<file path="src/rtl/ustcpv_ifetch_if.sv">
// ustcpv_ifetch_if -- instruction-fetch memory bus (valid/ack, single beat).
//   MREQ   : read request, held high until the ack is sampled
//   MADDR  : word-aligned request address, stable while MREQ=1
//   MACK   : ack, MRDATA is valid in the same cycle
//   MRDATA : read data
// master = fetch unit, slave = memory.
interface ustcpv_ifetch_if;
  logic        MREQ;
  logic [31:0] MADDR;
  logic        MACK;
  logic [31:0] MRDATA;

  modport master (output MREQ, MADDR, input MACK, MRDATA);
  modport slave  (input MREQ, MADDR, output MACK, MRDATA);
endinterface

</file>
<file path="src/rtl/ustcpv_ifetch.sv">
// ustcpv_ifetch -- instruction fetch unit in front of the ustcpv core.
// Serves the core's combinational IADDR from a two-entry tagged buffer.
// On a miss the word is fetched over the mem bus and the core is held on HLT.
// Build option: IFETCH_PREFETCH_EN adds a next-word prefetcher. It fires from
// IDLE when IADDR hits and IADDR+4 is in neither entry.
// Ports:
//   CLK, RES      clock (rising edge), async active-low reset
//   IADDR/IDATA   core fetch address / instruction (valid when HLT=0)
//   HLTI/HLT      external halt in / core halt out (HLTI | ~hit)
//   IFLUSH        invalidate both entries
//   mem           fetch bus master (MREQ/MADDR registered)
module ustcpv_ifetch #(
  parameter logic [31:0] NOP_WORD = 32'h00000013
) (
  input  logic                   CLK,
  input  logic                   RES,
  input  logic [31:0]            IADDR,
  output logic [31:0]            IDATA,
  input  logic                   HLTI,
  output logic                   HLT,
  input  logic                   IFLUSH,
  ustcpv_ifetch_if.master        mem
);

  typedef enum logic {IDLE = 1'b0, BUSY = 1'b1} state_t;
  typedef struct packed {
    logic        vld;
    logic [29:0] tag;
    logic [31:0] data;
  } ent_t;

  state_t      state;
  ent_t [1:0]  ent;
  logic        vict;      // victim entry for the next fill
  logic        pflush;    // flush seen while BUSY: drop the completing fill
  logic [29:0] req_tag;   // word address of the outstanding request

  logic [29:0] itag;
  logic [1:0]  hitv;
  logic        hit;
  logic        start;
  logic [29:0] start_tag;
  logic        done;
  logic        drop;
  logic        unused_lsb;

  assign itag       = IADDR[31:2];
  assign unused_lsb = ^IADDR[1:0];

  always_comb begin
    hitv = '0;
    for (int k = 0; k < 2; k++)
      hitv[k] = ent[k].vld && (ent[k].tag == itag);
  end

  assign hit   = |hitv;
  assign IDATA = hitv[0] ? ent[0].data :
                 hitv[1] ? ent[1].data : NOP_WORD;
  assign HLT   = HLTI | ~hit;

`ifdef IFETCH_PREFETCH_EN
  logic [29:0] ptag;
  logic        pf_hit;
  // 30-bit word increment: 0xFFFFFFFC wraps to 0x00000000
  assign ptag      = itag + 30'd1;
  assign pf_hit    = (ent[0].vld && ent[0].tag == ptag) ||
                     (ent[1].vld && ent[1].tag == ptag);
  assign start     = !IFLUSH && (!hit || !pf_hit);
  assign start_tag = hit ? ptag : itag;
`else
  assign start     = !IFLUSH && !hit;
  assign start_tag = itag;
`endif

  // The demand/prefetch distinction only decides where a request points.
  // Completion is handled identically, so the kind is not stored.
  assign done      = (state == BUSY) && mem.MACK;
  assign drop      = IFLUSH || pflush;
  assign mem.MREQ  = (state == BUSY);
  assign mem.MADDR = {req_tag, 2'b00};

  always_ff @(posedge CLK or negedge RES) begin
    if (!RES) begin
      state   <= IDLE;
      req_tag <= '0;
      ent     <= '0;
      vict    <= 1'b0;
      pflush  <= 1'b0;
    end else begin
      case (state)
        IDLE: if (start) begin
          state   <= BUSY;
          req_tag <= start_tag;
        end
        BUSY: if (mem.MACK) begin
          // returning to IDLE forces at least one MREQ-low cycle
          state  <= IDLE;
          pflush <= 1'b0;
        end else if (IFLUSH) begin
          pflush <= 1'b1;
        end
      endcase

      if (IFLUSH) begin
        ent[0].vld <= 1'b0;
        ent[1].vld <= 1'b0;
      end else if (done && !pflush) begin
        ent[vict] <= {1'b1, req_tag, mem.MRDATA};
      end

      // A fill toggle beats the hit update; a dropped fill leaves V alone.
      if (done) begin
        if (!drop) vict <= ~vict;
      end else if (hit) begin
        vict <= hitv[0];
      end
    end
  end

endmodule

</file>
<file path="src/flat_wrapper.sv">
// flat-port wrapper written by rule: the top's interface ports become plain ports
module ustcpv_ifetch_flat 
#(
  parameter logic [31:0] NOP_WORD = 32'h00000013
)
  (CLK, RES, IADDR, IDATA, HLTI, HLT, IFLUSH, mem_MREQ, mem_MADDR, mem_MACK, mem_MRDATA);
  ustcpv_ifetch_if mem_i ();
  input  logic CLK;
  input  logic RES;
  input  logic [31:0] IADDR;
  output logic [31:0] IDATA;
  input  logic HLTI;
  output logic HLT;
  input  logic IFLUSH;
  output wire logic [$bits(mem_i.MREQ)-1:0] mem_MREQ;
  output wire logic [$bits(mem_i.MADDR)-1:0] mem_MADDR;
  input wire logic [$bits(mem_i.MACK)-1:0] mem_MACK;
  input wire logic [$bits(mem_i.MRDATA)-1:0] mem_MRDATA;
  assign mem_MREQ = mem_i.MREQ;
  assign mem_MADDR = mem_i.MADDR;
  assign mem_i.MACK = mem_MACK;
  assign mem_i.MRDATA = mem_MRDATA;
  ustcpv_ifetch #(.NOP_WORD(NOP_WORD)) u_core (.CLK(CLK), .RES(RES), .IADDR(IADDR), .IDATA(IDATA), .HLTI(HLTI), .HLT(HLT), .IFLUSH(IFLUSH), .mem(mem_i));
endmodule
</file>
<file path="config.mk">
export PLATFORM = sky130hd
export DESIGN_NAME = ustcpv_ifetch_flat
export DESIGN_NICKNAME = d
export VERILOG_FILES = /design/src/rtl/ustcpv_ifetch_if.sv /design/src/rtl/ustcpv_ifetch.sv /design/src/flat_wrapper.sv
export SDC_FILE = /design/constraint.sdc
export NUM_CORES = 1
export LEC_CHECK = 0
export CAP_MARGIN = 10
export CORE_MARGIN = 8
export CORE_UTILIZATION = 47
export CTS_CLUSTER_DIAMETER = 60
export CTS_CLUSTER_SIZE = 14
export DETAILED_ROUTE_END_ITERATION = 7
export HOLD_SLACK_MARGIN = 0.1
export PLACE_DENSITY = 0.73
export SLEW_MARGIN = 20
export SYNTH_ARGS = -nofsm -noshare
export SYNTH_HDL_FRONTEND = slang
export SYNTH_SLANG_ARGS = --single-unit
</file>
<file path="constraint.sdc">
create_clock -name CLK -period 3.06 [get_ports CLK]
set_clock_uncertainty 0.1 [all_clocks]
set_input_delay 0.612 -clock CLK [delete_from_list [all_inputs] [get_ports CLK]]
set_output_delay 0.612 -clock CLK [all_outputs]
set_load 0.01 [all_outputs]
</file>
## Word level (Yosys, flattened, before mapping)

Index checks and enable logic that the tools add are counted.
W data, S select, Z words.

- Input bits: 69
- Register bits: 159

- Bitwise gates (word level): 5
- Muxes and demuxes: 16
- Reduce and logical (&&, ||, !) cells: 18
- Order comparisons: 2
- Eq/ne operators: 3

Operators with widths:

| operator | number |
|---|---|
| $bwmux W126 | 1 |
| $mux W126 | 1 |
| $mux W32 | 2 |
| $demux W63 S1 | 1 |
| $mux W63 | 1 |
| $eq A30 B30 Y1 | 2 |
| $mux W1 | 9 |
| $reduce_and A2 Y1 | 4 |
| $logic_and A1 B1 Y1 | 6 |
| $reduce_bool A2 Y1 | 3 |
| $not A1 Y1 | 4 |
| $logic_not A1 Y1 | 3 |
| $lt A1 B2 Y1 const B | 1 |
| $ne A2 B2 Y1 const B | 1 |
| $pmux W1 S2 | 1 |
| $reduce_or A2 Y1 | 1 |
| $ge A1 B1 Y1 const B | 1 |
| $logic_or A1 B1 Y1 | 1 |
| $or A1 B1 Y1 | 1 |

## Logic depth before layout (Yosys ltp)

- Depth in word-level cells: 7
- Gate-level depth with buffers: 8

## Least setup slack after synthesis

Ideal clock, no wire load.

- Kind: input to output
- Start point: in IADDR[31]
- End point: out IDATA[16]
- Data arrival time: 2132 ps
- Stages on the path: 7
- Path buffers: 1
- Setup slack: 216 ps
- Path through: xor2_1 -> nor4_1 -> nand4_1 -> nor4_4 -> clkbuf_1 -> nand3_1 -> o21ai_0

- Longest elaborated chain between the ends: 4

Ends and longest elaborated chain:

| item | RTL line | text |
|---|---|---|
| from (decl) | flat_wrapper.sv:10 | `input logic [31:0] IADDR;` |
| $eq A30 B30 Y1 | ustcpv_ifetch.sv:53 | `hitv[k] = ent[k].vld && (ent[k].tag == itag);` |
| $logic_and A1 B1 Y1 | ustcpv_ifetch.sv:53 |  |
| $mux W32 | ustcpv_ifetch.sv:58 | `hitv[1] ? ent[1].data : NOP_WORD;` |
| $mux W32 (*) | ustcpv_ifetch.sv:57 | `assign IDATA = hitv[0] ? ent[0].data :` |
| to (decl) | flat_wrapper.sv:11 | `output logic [31:0] IDATA;` |

Every way passes the cells marked *; elsewhere a longest branch is shown, timed or not.

## Worst setup path after layout

- Start point: reg u_core.ent[113] in the netlist's numbering
- End point: out IDATA[17]

- Longest elaborated chain between the ends: 4

Ends and longest elaborated chain:

| item | RTL line | text |
|---|---|---|
| from (decl) | ustcpv_ifetch.sv:33 | `ent_t [1:0] ent;` |
| from (signal, indexed assignment) | ustcpv_ifetch.sv:108 | `ent[vict] <= {1'b1, req_tag, mem.MRDATA};` |
| $eq A30 B30 Y1 | ustcpv_ifetch.sv:53 |  |
| $logic_and A1 B1 Y1 | ustcpv_ifetch.sv:53 |  |
| $mux W32 | ustcpv_ifetch.sv:58 |  |
| $mux W32 | ustcpv_ifetch.sv:57 |  |

No other way between the ends.

==> summary by stage <==
Outcome
The run finished, with violations left. The final reports fail on negative setup slack.

Route
Summed over all layers, the routed wires come to 18,100 um. The routed wirelength normalized by instance count is 19.4 um. The iteration count of the initial detailed-routing pass is 4. The detailed router finished its first iteration with 294 violations. The number of vias in the routed layout is 4,977. In this run the remaining antenna-violating nets after routing total 0. The remaining design rule violation count is 0. Dividing the detail-routed via count by the number of cells gives 5.32.

Critical path
Data on the critical path arrives at its endpoint at 2600 ps. Grouping stages by cell kind, the critical path spends the most delay in simple AND/OR/NAND/NOR gates. The required time at the worst-slack endpoint is 2350 ps. The start-to-end type of the worst setup path is register to output port.

The worst setup path is launched from a register. The critical path goes through xor2_1 -> nor4_2 -> nand4_1 -> nor4_4 -> buf_6 -> buf_12 -> buf_16 -> nand3_2 -> o21ai_2 -> buf_2. Of all nets on the critical path, the largest fanout is 6. The critical path contains buffers and inverters numbering 4 combined. The worst stage delay on the critical path is 400 ps. STA classifies the critical path endpoint as an output port. The library cell contributing the largest single delay on the critical path is sky130_fd_sc_hd__dfrtp_1.

Power
The power density over the cells is 797 nW/um2. The switching portion of total power is 29.3%. The part of the total power dissipated in sequential elements is 47.0%. The internal power of the cells totals 5.44 mW. Across the VDD grid, the largest voltage drop is 488 uV. The combinational share of power is 25.6%. Per report_power, the clock group accounts for 27.5% of the total.

Summed over all cells, the static leakage comes to 4.30 nW. The net switching power of the design is 2.26 mW.

Die
The floorplan step defined a die boundary enclosing 19,100 um2. The number of placed I/O pins is 135. The die boundary height is 138 um. The area of the core is 14,500 um2. Row generation in the floorplan step produced 44 rows.

From left edge to right edge, the die measures 138 um. The initial utilization of the core area, before any placement, comes to 48.2%.

Global routing
The total congestion overflow after global routing is 0. The number of global-route vias before repair is 5,424. Entering global routing, the biggest net connects 69 pins. The number of antenna violations at the first check in global routing is 1. The first-pass GRT wire length is 29,400 um. The global router's overall resource usage is 19.1%.

STA
The number of failing hold endpoints at the final stage was 0. Setup violations remaining at the end of the flow were counted as 33. In the finished design, the share of the clock period the worst path needs comes to 108%. At the pin with the least slew margin, the transition time is 674 ps.

Derived from the worst setup path, the maximum achievable clock frequency is 0.302 GHz. The worst path in the final design needs a cycle of 3310 ps, including I/O delays and setup. The relative slew slack is 55.1%. The worst-case setup margin in the final layout is -255 ps. Setup repair after global routing could not meet its margin everywhere.

The final max-slew violation count is 0.

Synth
The synthesized netlist devotes 5.18% of its cell area to compound gates. Summing every instance area after synthesis gives 7000 um2. The share of synthesized cell area in full adder, half adder and majority cells is 0%.

Of the total synthesized cell area, the portion taken by AND, OR, NAND and NOR gates is 6.24%. The number of distinct library cells after synthesis is 25. Sequential elements use 56.8% of the synthesized area.

The number of synthesized register bits is 159. The xor/xnor share of the synthesized area is 7.51%. Each instance of the synthesized netlist takes up on average 12.3 um2. Counting flops with a built-in enable in the synthesized netlist gives 0. The count of synthesis-stage warnings from yosys is 0. After technology mapping, the gate count stands at 570. Counting flops with an async set or reset pin after synthesis yields a share of 100%. For this run, the leading register cell type out of synthesis is sky130_fd_sc_hd__dfrtp_1.

The post-synthesis mux area share is 20.1%. By area, the combinational part of the netlist is dominated by multiplexers.

Clock tree
The total CTS buffers is 17. The clock passes through at most 2 buffers. The CTS tree is done. The source-to-sink clock delay at the later pin of the worst-skew pair is 420 ps. The cell at the root of the clock tree is sky130_fd_sc_hd__clkbuf_16.

After clock tree synthesis, the flow added hold-fix buffers numbering 0. After clock tree synthesis, the clock-pin slew on the worst setup and hold paths is 60 ps. The total clock sinks is 159.

The total number of H-tree levels is 4.

Layout
After the last flow step, the layout net total stands at 807. Leaving out filler cells and counting taps, the final layout contains 935. The synthesis-to-finish area growth is 38.0%. The utilization after layout is 66.5%.

Of the cells placed in the final design, the portion with a size suffix greater than 1 is 34.8%. The number of antenna diodes in the final layout is 0.

Place
The pre-CTS setup slack is -1120 ps. The HPWL after detailed placement is 11,600 um. The number of port buffers is 130. In this run, placement finished with an instance count of 886. The final weighted congestion of routability-driven global placement is 0.760.

Worst hold path
The worst hold path belongs to the class primary input to async pin.

Job
The number of max-cap violations is 0.
-- kinds of logic after synthesis --
| group | after synthesis |
|---|---|
| DFF | 159 |
| muxes | 125 |
| AOI/OAI and AO/OA | 70 |
| buffers and inverters | 68 |
| other | 1 |
| xor gates and xnor gates | 60 |
| and+or+nand+nor | 87 |
-- flip-flops by register name, summed over array words and instances, names as in the netlist --
signal,cells
u_core.mem.MREQ,1
u_core.req_tag,30
u_core.vict,1
u_core.pflush,1
u_core.ent,126
-- synth_stat cells, types with 10 or more instances --
cell | number | area [um2]
sky130_fd_sc_hd__dfrtp_1 | 159 | 3980
sky130_fd_sc_hd__mux2_2 | 96 | 1080
sky130_fd_sc_hd__o21ai_0 | 60 | 300
sky130_fd_sc_hd__inv_1 | 36 | 135
sky130_fd_sc_hd__nand2_1 | 32 | 120
sky130_fd_sc_hd__xnor2_1 | 30 | 263
sky130_fd_sc_hd__xor2_1 | 30 | 263
sky130_fd_sc_hd__mux2_1 | 29 | 327
sky130_fd_sc_hd__nand3_1 | 29 | 145
sky130_fd_sc_hd__clkbuf_1 | 23 | 86.3
sky130_fd_sc_hd__nand4_1 | 10 | 62.6
sky130_fd_sc_hd__nor4_1 | 10 | 62.6
-- cell type report --
cell class              instances  area, um2
repair buffers                180       1720
fillers                      1057       4870
well taps                     184        230
inverters                      36        135
clock buffers                  21        450
flip-flops and latches        159       3980
multi-input cells             344       3010
clock inverters                11        140
-- timing repair --
action	CTS	global route
setup endpoints to repair	63	33
pin swaps	25	12
buffers inserted	11	6
gates resized for setup	231	42
gates cloned	5	0
-- power by group through the flow --
stage	clock, mW	sequential (mW)	combinational, mW
floorplan	0	3.47	1.20
global placement	0	3.50	1.80
detailed placement	0	3.58	1.87
CTS	2.15	3.58	1.94
global route	2.24	3.71	2.16
finish	2.12	3.62	1.97
-- per-layer routing --
metal / vias to the layer above / part of all wire [%] / track usage [%]
met4: 2 / 0.99 / 5.38
met5: - / 0.055 / 0
li1: 2297 / - / -
met1: 2518 / 44 / 24.2
met3: 16 / 5.3 / 5.31
met2: 144 / 49 / 31.2
-- cells in the final DEF (no fill, tap or decap), drive strengths merged, types with 10 or more instances in the layout --
| cell | n |
|---|---|
| dfrtp | 159 |
| mux2 | 125 |
| buf | 85 |
| clkdlybuf4s50 | 67 |
| o21ai | 60 |
| inv | 36 |
| nand2 | 32 |
| xor2 | 30 |
| xnor2 | 30 |
| nand3 | 29 |
| clkbuf | 23 |
| dlygate4sd2 | 16 |
| nor4 | 11 |
| nand4 | 10 |
| clkdlybuf4s15 | 10 |
-- path summary, 6_finish.rpt --
path / start / end / slack (ps) / cells after the start
setup / recovery: u_core.ent[113]$_DFFE_PN0P_ / IDATA[17] / -250 / 10
setup reg to reg: u_core.ent[113]$_DFFE_PN0P_ / u_core.req_tag[22]$_DFFE_PN0P_ / 190 / 10
hold reg to reg: u_core.ent[62]$_DFFE_PN0P_ / u_core.ent[62]$_DFFE_PN0P_ / 390 / 1
hold / removal: RES / u_core.ent[87]$_DFFE_PN0P_ / 110 / 1
min in group CLK: u_core.ent[62]$_DFFE_PN0P_ / u_core.ent[62]$_DFFE_PN0P_ / 390 / 1
max in group asynchronous: RES / u_core.ent[73]$_DFFE_PN0P_ / 2040 / 2
-- metrics by stage --
step	instance area [um2]	TNS [ps]	total power, mW	hold WS (ps)
6_report	9660	-6170	7.70	111
5_1_grt	9660	-10390	8.12	148
4_1_cts	9570	-6030	7.67	116
3_5_place_dp	8760	-53470	5.45	374
3_3_place_gp	8760	-54920	5.30	367
2_1_floorplan	7010	0	4.67	216
Power figures use the tool's default switching activity.
